File: src/rtl/riscv_multi_core.sv
// Multicycle RV32 integer core with req/ack instruction and data ports; MUL_EN adds the mul instruction.
// Latency: ALU 4, load 5, store 4, branch/jal 3 cycles minimum; each memory state waits for its ack.
module riscv_multi_core #(
  parameter logic [31:0] RESET_PC = 32'h0000_0000,
  parameter int          NUM_REGS = 32,
  parameter int          CNT_W    = 16,
  parameter logic [31:0] EOF_WORD = 32'h1111_1111
) (
  input  logic             clk,
  input  logic             rst_n,
  output logic             imem_req,
  output logic [31:0]      imem_addr,
  input  logic [31:0]      imem_rdata,
  input  logic             imem_ack,
  output logic             dmem_req,
  output logic             dmem_we,
  output logic [31:0]      dmem_addr,
  output logic [31:0]      dmem_wdata,
  input  logic [31:0]      dmem_rdata,
  input  logic             dmem_ack,
  output logic             done,
  output logic             error,
  output logic [CNT_W-1:0] clock_count
);
  localparam int IDX_W = $clog2(NUM_REGS);
  localparam logic [6:0] OP_R = 7'b0110011, OP_I = 7'b0010011, OP_LUI = 7'b0110111,
                         OP_LD = 7'b0000011, OP_ST = 7'b0100011, OP_BR = 7'b1100011,
                         OP_JAL = 7'b1101111;

  typedef enum logic [2:0] {S_IF, S_ID, S_EX, S_MEM, S_WB, S_HALT} state_t;
  state_t r_state, w_next;

  logic [31:0]      r_pc, r_ir, r_a, r_b, r_aluout, r_mdr;
  logic [31:0]      r_regs [NUM_REGS];
  logic             r_done, r_error;
  logic [CNT_W-1:0] r_cnt;

  logic [6:0]  w_op, w_f7;
  logic [2:0]  w_f3;
  logic [4:0]  w_rd, w_rs1, w_rs2;
  logic [31:0] w_imm_i, w_imm_s, w_imm_b, w_imm_j, w_imm_u;
  logic [31:0] w_rs1_val, w_rs2_val, w_alu, w_rf_wdata;
  logic        w_is_add, w_is_sub, w_is_mul, w_is_addi, w_is_slli, w_is_lui;
  logic        w_is_lw, w_is_sw, w_is_br, w_is_jal, w_legal, w_taken, w_rf_we;

  assign w_op  = r_ir[6:0];
  assign w_rd  = r_ir[11:7];
  assign w_f3  = r_ir[14:12];
  assign w_rs1 = r_ir[19:15];
  assign w_rs2 = r_ir[24:20];
  assign w_f7  = r_ir[31:25];

  assign w_imm_i = {{20{r_ir[31]}}, r_ir[31:20]};
  assign w_imm_s = {{20{r_ir[31]}}, r_ir[31:25], r_ir[11:7]};
  assign w_imm_b = {{19{r_ir[31]}}, r_ir[31], r_ir[7], r_ir[30:25], r_ir[11:8], 1'b0};
  assign w_imm_j = {{11{r_ir[31]}}, r_ir[31], r_ir[19:12], r_ir[20], r_ir[30:21], 1'b0};
  assign w_imm_u = {r_ir[31:12], 12'b0};

  assign w_is_add  = (w_op == OP_R) && (w_f3 == 3'b000) && (w_f7 == 7'b0000000);
  assign w_is_sub  = (w_op == OP_R) && (w_f3 == 3'b000) && (w_f7 == 7'b0100000);
`ifdef MUL_EN
  assign w_is_mul  = (w_op == OP_R) && (w_f3 == 3'b000) && (w_f7 == 7'b0000001);
`else
  assign w_is_mul  = 1'b0;
`endif
  assign w_is_addi = (w_op == OP_I) && (w_f3 == 3'b000);
  assign w_is_slli = (w_op == OP_I) && (w_f3 == 3'b001) && (w_f7 == 7'b0000000);
  assign w_is_lui  = (w_op == OP_LUI);
  assign w_is_lw   = (w_op == OP_LD) && (w_f3 == 3'b010);
  assign w_is_sw   = (w_op == OP_ST) && (w_f3 == 3'b010);
  assign w_is_br   = (w_op == OP_BR) && (w_f3 inside {3'b000, 3'b001, 3'b100, 3'b101});
  assign w_is_jal  = (w_op == OP_JAL);
  assign w_legal   = w_is_add | w_is_sub | w_is_mul | w_is_addi | w_is_slli | w_is_lui |
                     w_is_lw | w_is_sw | w_is_br | w_is_jal;

  // x0 and indices beyond the implemented file read as zero
  assign w_rs1_val = (w_rs1 == 5'd0 || int'(w_rs1) >= NUM_REGS) ? 32'd0 : r_regs[w_rs1[IDX_W-1:0]];
  assign w_rs2_val = (w_rs2 == 5'd0 || int'(w_rs2) >= NUM_REGS) ? 32'd0 : r_regs[w_rs2[IDX_W-1:0]];

  always_comb begin
    w_alu = r_a + r_b;
    if (w_is_sub)                 w_alu = r_a - r_b;
    else if (w_is_addi || w_is_lw) w_alu = r_a + w_imm_i;
    else if (w_is_sw)             w_alu = r_a + w_imm_s;
    else if (w_is_slli)           w_alu = r_a << r_ir[24:20];
    else if (w_is_lui)            w_alu = w_imm_u;
`ifdef MUL_EN
    else if (w_is_mul)            w_alu = r_a * r_b;
`endif
  end

  always_comb begin
    w_taken = 1'b0;
    case (w_f3)
      3'b000:  w_taken = (r_a == r_b);
      3'b001:  w_taken = (r_a != r_b);
      3'b100:  w_taken = ($signed(r_a) <  $signed(r_b));
      3'b101:  w_taken = ($signed(r_a) >= $signed(r_b));
      default: w_taken = 1'b0;
    endcase
  end

  // jal links in EX; everything else writes back in WB
  assign w_rf_we    = ((r_state == S_WB) || ((r_state == S_EX) && w_is_jal)) &&
                      (w_rd != 5'd0) && (int'(w_rd) < NUM_REGS);
  assign w_rf_wdata = (r_state == S_WB) ? (w_is_lw ? r_mdr : r_aluout) : r_pc;

  always_ff @(posedge clk or negedge rst_n) begin
    if (!rst_n) r_state <= S_IF;
    else        r_state <= w_next;
  end

  always_comb begin
    w_next = r_state;
    case (r_state)
      S_IF:  if (imem_ack) w_next = S_ID;
      S_ID:  w_next = (r_ir == EOF_WORD) ? S_HALT : S_EX;
      S_EX: begin
        if (!w_legal)                w_next = S_HALT;
        else if (w_is_lw || w_is_sw) w_next = S_MEM;
        else if (w_is_br || w_is_jal) w_next = S_IF;
        else                         w_next = S_WB;
      end
      S_MEM: if (dmem_ack) w_next = w_is_lw ? S_WB : S_IF;
      S_WB:  w_next = S_IF;
      default: w_next = S_HALT;
    endcase
  end

  // imem_req also drops combinationally while reset is held
  always_comb begin
    imem_req = 1'b0;
    dmem_req = 1'b0;
    dmem_we  = 1'b0;
    case (r_state)
      S_IF:  imem_req = rst_n;
      S_MEM: begin
        dmem_req = 1'b1;
        dmem_we  = w_is_sw;
      end
      default: ;
    endcase
  end

  assign imem_addr   = r_pc;
  assign dmem_addr   = {r_aluout[31:2], 2'b00};
  assign dmem_wdata  = r_b;
  assign done        = r_done;
  assign error       = r_error;
  assign clock_count = r_cnt;

  always_ff @(posedge clk or negedge rst_n) begin
    if (!rst_n) begin
      r_pc     <= RESET_PC;
      r_ir     <= '0;
      r_a      <= '0;
      r_b      <= '0;
      r_aluout <= '0;
      r_mdr    <= '0;
      r_done   <= 1'b0;
      r_error  <= 1'b0;
      r_cnt    <= '0;
      for (int i = 0; i < NUM_REGS; i++) r_regs[i] <= '0;
    end else begin
      if (r_state != S_HALT && r_cnt != {CNT_W{1'b1}}) r_cnt <= r_cnt + 1'b1;
      if (w_rf_we) r_regs[w_rd[IDX_W-1:0]] <= w_rf_wdata;
      case (r_state)
        S_IF: if (imem_ack) begin
          r_ir <= imem_rdata;
          r_pc <= r_pc + 32'd4;
        end
        S_ID: begin
          if (r_ir == EOF_WORD) r_done <= 1'b1;
          r_a      <= w_rs1_val;
          r_b      <= w_rs2_val;
          r_aluout <= r_pc - 32'd4 + (w_is_jal ? w_imm_j : w_imm_b);
        end
        S_EX: begin
          if (!w_legal)                 r_error  <= 1'b1;
          else if (w_is_br)             begin if (w_taken) r_pc <= r_aluout; end
          else if (w_is_jal)            r_pc     <= r_aluout;
          else                          r_aluout <= w_alu;
        end
        S_MEM: if (dmem_ack && !w_is_sw) r_mdr <= dmem_rdata;
        default: ;
      endcase
    end
  end
endmodule
File: config.mk
export PLATFORM = sky130hd
export DESIGN_NAME = riscv_multi_core
export DESIGN_NICKNAME = d
export VERILOG_FILES = /design/src/rtl/riscv_multi_core.sv
export SDC_FILE = /design/constraint.sdc
export NUM_CORES = 2
export LEC_CHECK = 0
export BUFFER_PORTS_ARGS = -buffer_cell sky130_fd_sc_hd__buf_2
export CAP_MARGIN = 20
export CORE_ASPECT_RATIO = 1.1
export CORE_UTILIZATION = 40
export CTS_CLUSTER_DIAMETER = 100
export DETAILED_ROUTE_END_ITERATION = 7
export GPL_ROUTABILITY_DRIVEN = 0
export PLACE_DENSITY = 0.63
export SETUP_SLACK_MARGIN = 0.1
export SYNTH_ARGS = -nofsm -noshare
export SYNTH_HDL_FRONTEND = slang
export SYNTH_SLANG_ARGS = --single-unit
File: constraint.sdc
create_clock -name clk -period 7.2 [get_ports clk]
set_input_delay 1.08 -clock clk [delete_from_list [all_inputs] [get_ports clk]]
set_output_delay 1.08 -clock clk [all_outputs]
set_load 0.01 [all_outputs]
==> results.txt <==
- For this design the top-level I/O count stands at 185.
* CTS Hold Buffers Added: 0
- In the finished design, the share of the clock period the worst path needs comes to 0.733.
* Most frequent standard cell in the layout excluding fill and tap cells: sky130_fd_sc_hd__nand2_1
- Data required time of the critical path: 7870 ps
- Total of buffers placed on input and output ports: 182
- Critical setup path kind: reg -> reg
- The number of buffers and inverters on the critical path is 2.
- The initial antenna violation count came to 6.
- Ratio of cells with drive above 1 in the final layout: 0.200
* CP endpoint kind: flip-flop
- The tree is rooted in a sky130_fd_sc_hd__clkbuf_16.
- Dividing total power by cell area gives a power density of 178 nW/µm².
* Sequential-to-total area share from yosys stat: 0.427
* Via count: 58,500
- Cells after synthesis: 6,962
- Commonest cells after routing, fill and taps aside: sky130_fd_sc_hd__nand2_1, sky130_fd_sc_hd__dfrtp_1, sky130_fd_sc_hd__o21ai_0
* GR peak layer: met2
- Peak Freq: 189 MHz
- Area of all placed cells without fillers: 79,800 µm²
- Once detailed placement completed, the half-perimeter wirelength came to 164 mm.
- Summed over all failing endpoints, the final setup total negative slack is 0 ps.
- TritonRoute pass-1 iters: 8
* Top FF cell, synth: sky130_fd_sc_hd__dfrtp_1
- 0 antenna diodes ended up in the layout.
- 1st-iter DRT viols: 7,358
* Place WS: 2090 ps
- Die H: 449 µm
- In this run, synthesis inferred 0 flip-flops with an integrated enable.
* Shortest period the worst path allows: 5280 ps
* Total chip power: 14.2 mW
* Global routing usage summed across all routing layers: 0.282
- Proportion of power drawn by combinational gates: 0.012
- Worst-path maximum fanout: 25
* Starting density of the core: 0.403
- Routed length per placed instance: 28.3 µm
- Highest-delay cell along the critical path: sky130_fd_sc_hd__dfrtp_1
- Net Sw Power: 3.16 mW
* Post-synth ARST share: 1.00
* Synth area leader: sky130_fd_sc_hd__dfrtp_1
* Worst ir drop on vdd: 219 µV
- Area of the die: 183,000 µm²
- Unrepaired setup endpoints after global routing: no
* Post-CTS setup-driven buffer insertion count: 0
- Vias in the first global route: 56,500
* Gates resized, CTS repair: 0
- The synthesized design contains 1,237 register bits.
- The synthesized netlist occupies a cell area of 72,600 µm².
* Clock tree from TritonCTS: done
* Clk_lat worst skew: 800 ps
- Violated checks: DRC
- On the final layout, the worst hold slack is 241 ps.
- Clock Tree Buf Depth: 3
- Of the total power, the clock network draws 0.498.
- Averaged over all synthesized cells, the footprint is 10.4 µm².
- Final Max Slew Viols: 0
- Status: complete, but fails checks
- Met2 usage in global routing: 0.435
- Synth-to-Final Area Change: 9.88%
- Std cell rows: 163
* Sequential share of power: 0.490
- The final hold violation count was 0.
* Global-route congestion overflow total: 0
* DRC: 25
- Setup violations remaining at the end of the flow were counted as 0.
* Num CTS Buffers: 130
- Maximum level of the CTS H-tree: 4
- Across the run, the number of max-cap violations was 0.
* Maximum number of pins on one net before global-route repair: 182
- Met3 track utilization from global routing: 0.0646
- Measured along the x axis, the die boundary spans 408 µm.
- Measured on the finished design, the core utilization comes to 0.443.
- Including well taps, the total number of placed cells is 8,979.
- Transition at the pin with the smallest max-transition slack: 1230 ps
- In this run the register-to-register setup slack is 1920 ps.
- The first global-routing pass estimated 384 mm of wire.
* # clock sinks: 1,237
- Yosys printed 0 warnings.
* Highest cell delay on the worst timing path: 1050 ps
* Kind of launch point of the worst setup path: flip-flop
* Count of distinct cell types in the synthesized netlist: 88
- Fin worst setup slack: 1920 ps
- In the global route stage, met1 resource usage came out at 0.361.
- Data arrives at the worst endpoint at 5950 ps.
* Worst slew margin: 0.181
* Final WL: 261 mm
- Crit-path leading delay family: compound AO/OA/AOI/OAI gates
- The analysis attributes to cell leakage a power of 34.2 nW.
- Setup clock skew after layout: 47.6 ps
- Core area: 180,000 µm²
* Synth top area cells: sky130_fd_sc_hd__dfrtp_1, sky130_fd_sc_hd__mux4_2, sky130_fd_sc_hd__o21ai_0
- Dividing the detail-routed via count by the number of cells gives 6.34.
- Nets@finish: 6,962
* Clock-pin slew of the registers on the worst-case setup and hold paths: 60 ps
* Non-filler instance count after layout: 9,224
- Placed cell area: 75,200 µm²
* Worst path cell trace: inv_1, nor2_1, a21oi_1, ha_1, inv_1, ha_1, and3_1, a221oi_1, o21ai_0, a2111o_1, a21oi_1, nor3_1, a211oi_1, nor3_1, o32ai_1, nor2_1
- Class of the most critical hold timing path: in -> async
* Portion of synthesized cell area occupied by the leading cell type: 0.427
- Design internal power: 11.0 mW
- Once detail routing completed, the nets flagged for antenna violations numbered 0.
- Of the total power, the share spent switching nets is 0.223.
## cell families after synthesis
kind of cell,count (synthesis),synth area share
compound gates,1930,0.150
simple gates,1783,0.103
flops,1237,0.427
buf+inv,861,0.0479
mux,860,0.228
fa+ha+maj,166,0.0291
xor+xnor,124,0.0150
other cells,1,0.0000517
## worst register-to-register path, cell delays in order (launching register included)
cell and delay (ps):
sky130_fd_sc_hd__dfrtp_1 1050, sky130_fd_sc_hd__inv_1 530, sky130_fd_sc_hd__nor2_1 550, sky130_fd_sc_hd__a21oi_1 80
sky130_fd_sc_hd__ha_1 290, sky130_fd_sc_hd__inv_1 50, sky130_fd_sc_hd__ha_1 370, sky130_fd_sc_hd__and3_1 240
sky130_fd_sc_hd__a221oi_1 260, sky130_fd_sc_hd__o21ai_0 160, sky130_fd_sc_hd__a2111o_1 400, sky130_fd_sc_hd__a21oi_1 210
sky130_fd_sc_hd__nor3_1 80, sky130_fd_sc_hd__a211oi_1 420, sky130_fd_sc_hd__nor3_1 100, sky130_fd_sc_hd__o32ai_1 270
sky130_fd_sc_hd__nor2_1 80
## per-layer routing
metal / wire (µm) / up-vias
met5: 71 / -
met4: 18500 / 10
met3: 26900 / 788
met2: 118000 / 3417
met1: 97400 / 29400
li1: - / 24900
## cells in the mapped netlist (all sizes together) (23+ instances only)
cell type,instances
a211oi,31
a21o,39
a21oi,246
a221oi,23
a31oi,30
buf,126
clkbuf,545
dfrtp,1237
ha,161
inv,188
mux2,124
mux2i,112
mux4,624
nand2,1291
nand2b,30
nand3,59
nand4,33
nor2,160
nor2b,52
nor3,48
o211ai,28
o21ai,1219
o21bai,24
o22ai,105
o31ai,36
xnor2,82
xor2,42
## worst paths after layout
check,end,startpoint,cells past startpoint
min in group clk,r_regs[996],r_regs[996],0
setup reg to reg,r_aluout[30],r_ir[31],16
setup / recovery,r_aluout[30],r_ir[31],16
hold reg to reg,r_regs[996],r_regs[996],0
hold / removal,r_aluout[17],rst_n,1
max in group asynchronous,r_a[8],rst_n,3
## area by class of cell
type / count / area [µm²]
Sequential cell: 1237 / 31000
Clock buffer: 195 / 3840
Inverter: 190 / 718
Tap cell: 2392 / 2990
Fill cell: 16800 / 100000
Clock inverter: 41 / 559
Multi-Input combinational cell: 4865 / 38600
Timing Repair Buffer: 304 / 2030
## sequential cells by signal, summed over array words and instances, names as in the netlist
register	flops
error	1
r_regs	1024
clock_count	16
r_aluout	32
done	1
r_a	32
imem_addr	32
dmem_wdata	32
r_ir	32
r_state	3
r_mdr	32
## power by group through the flow
stage / combinational [mW] / sequential [mW] / clock [mW]
after floorplan: 0.00203 / 7.08 / 0
after global placement: 0.173 / 7.08 / 0
after detailed placement: 0.176 / 7.08 / 0
after CTS: 0.176 / 6.95 / 7.13
after global routing: 0.197 / 6.95 / 7.38
final: 0.167 / 6.95 / 7.06
Power figures use the tool's default switching activity.
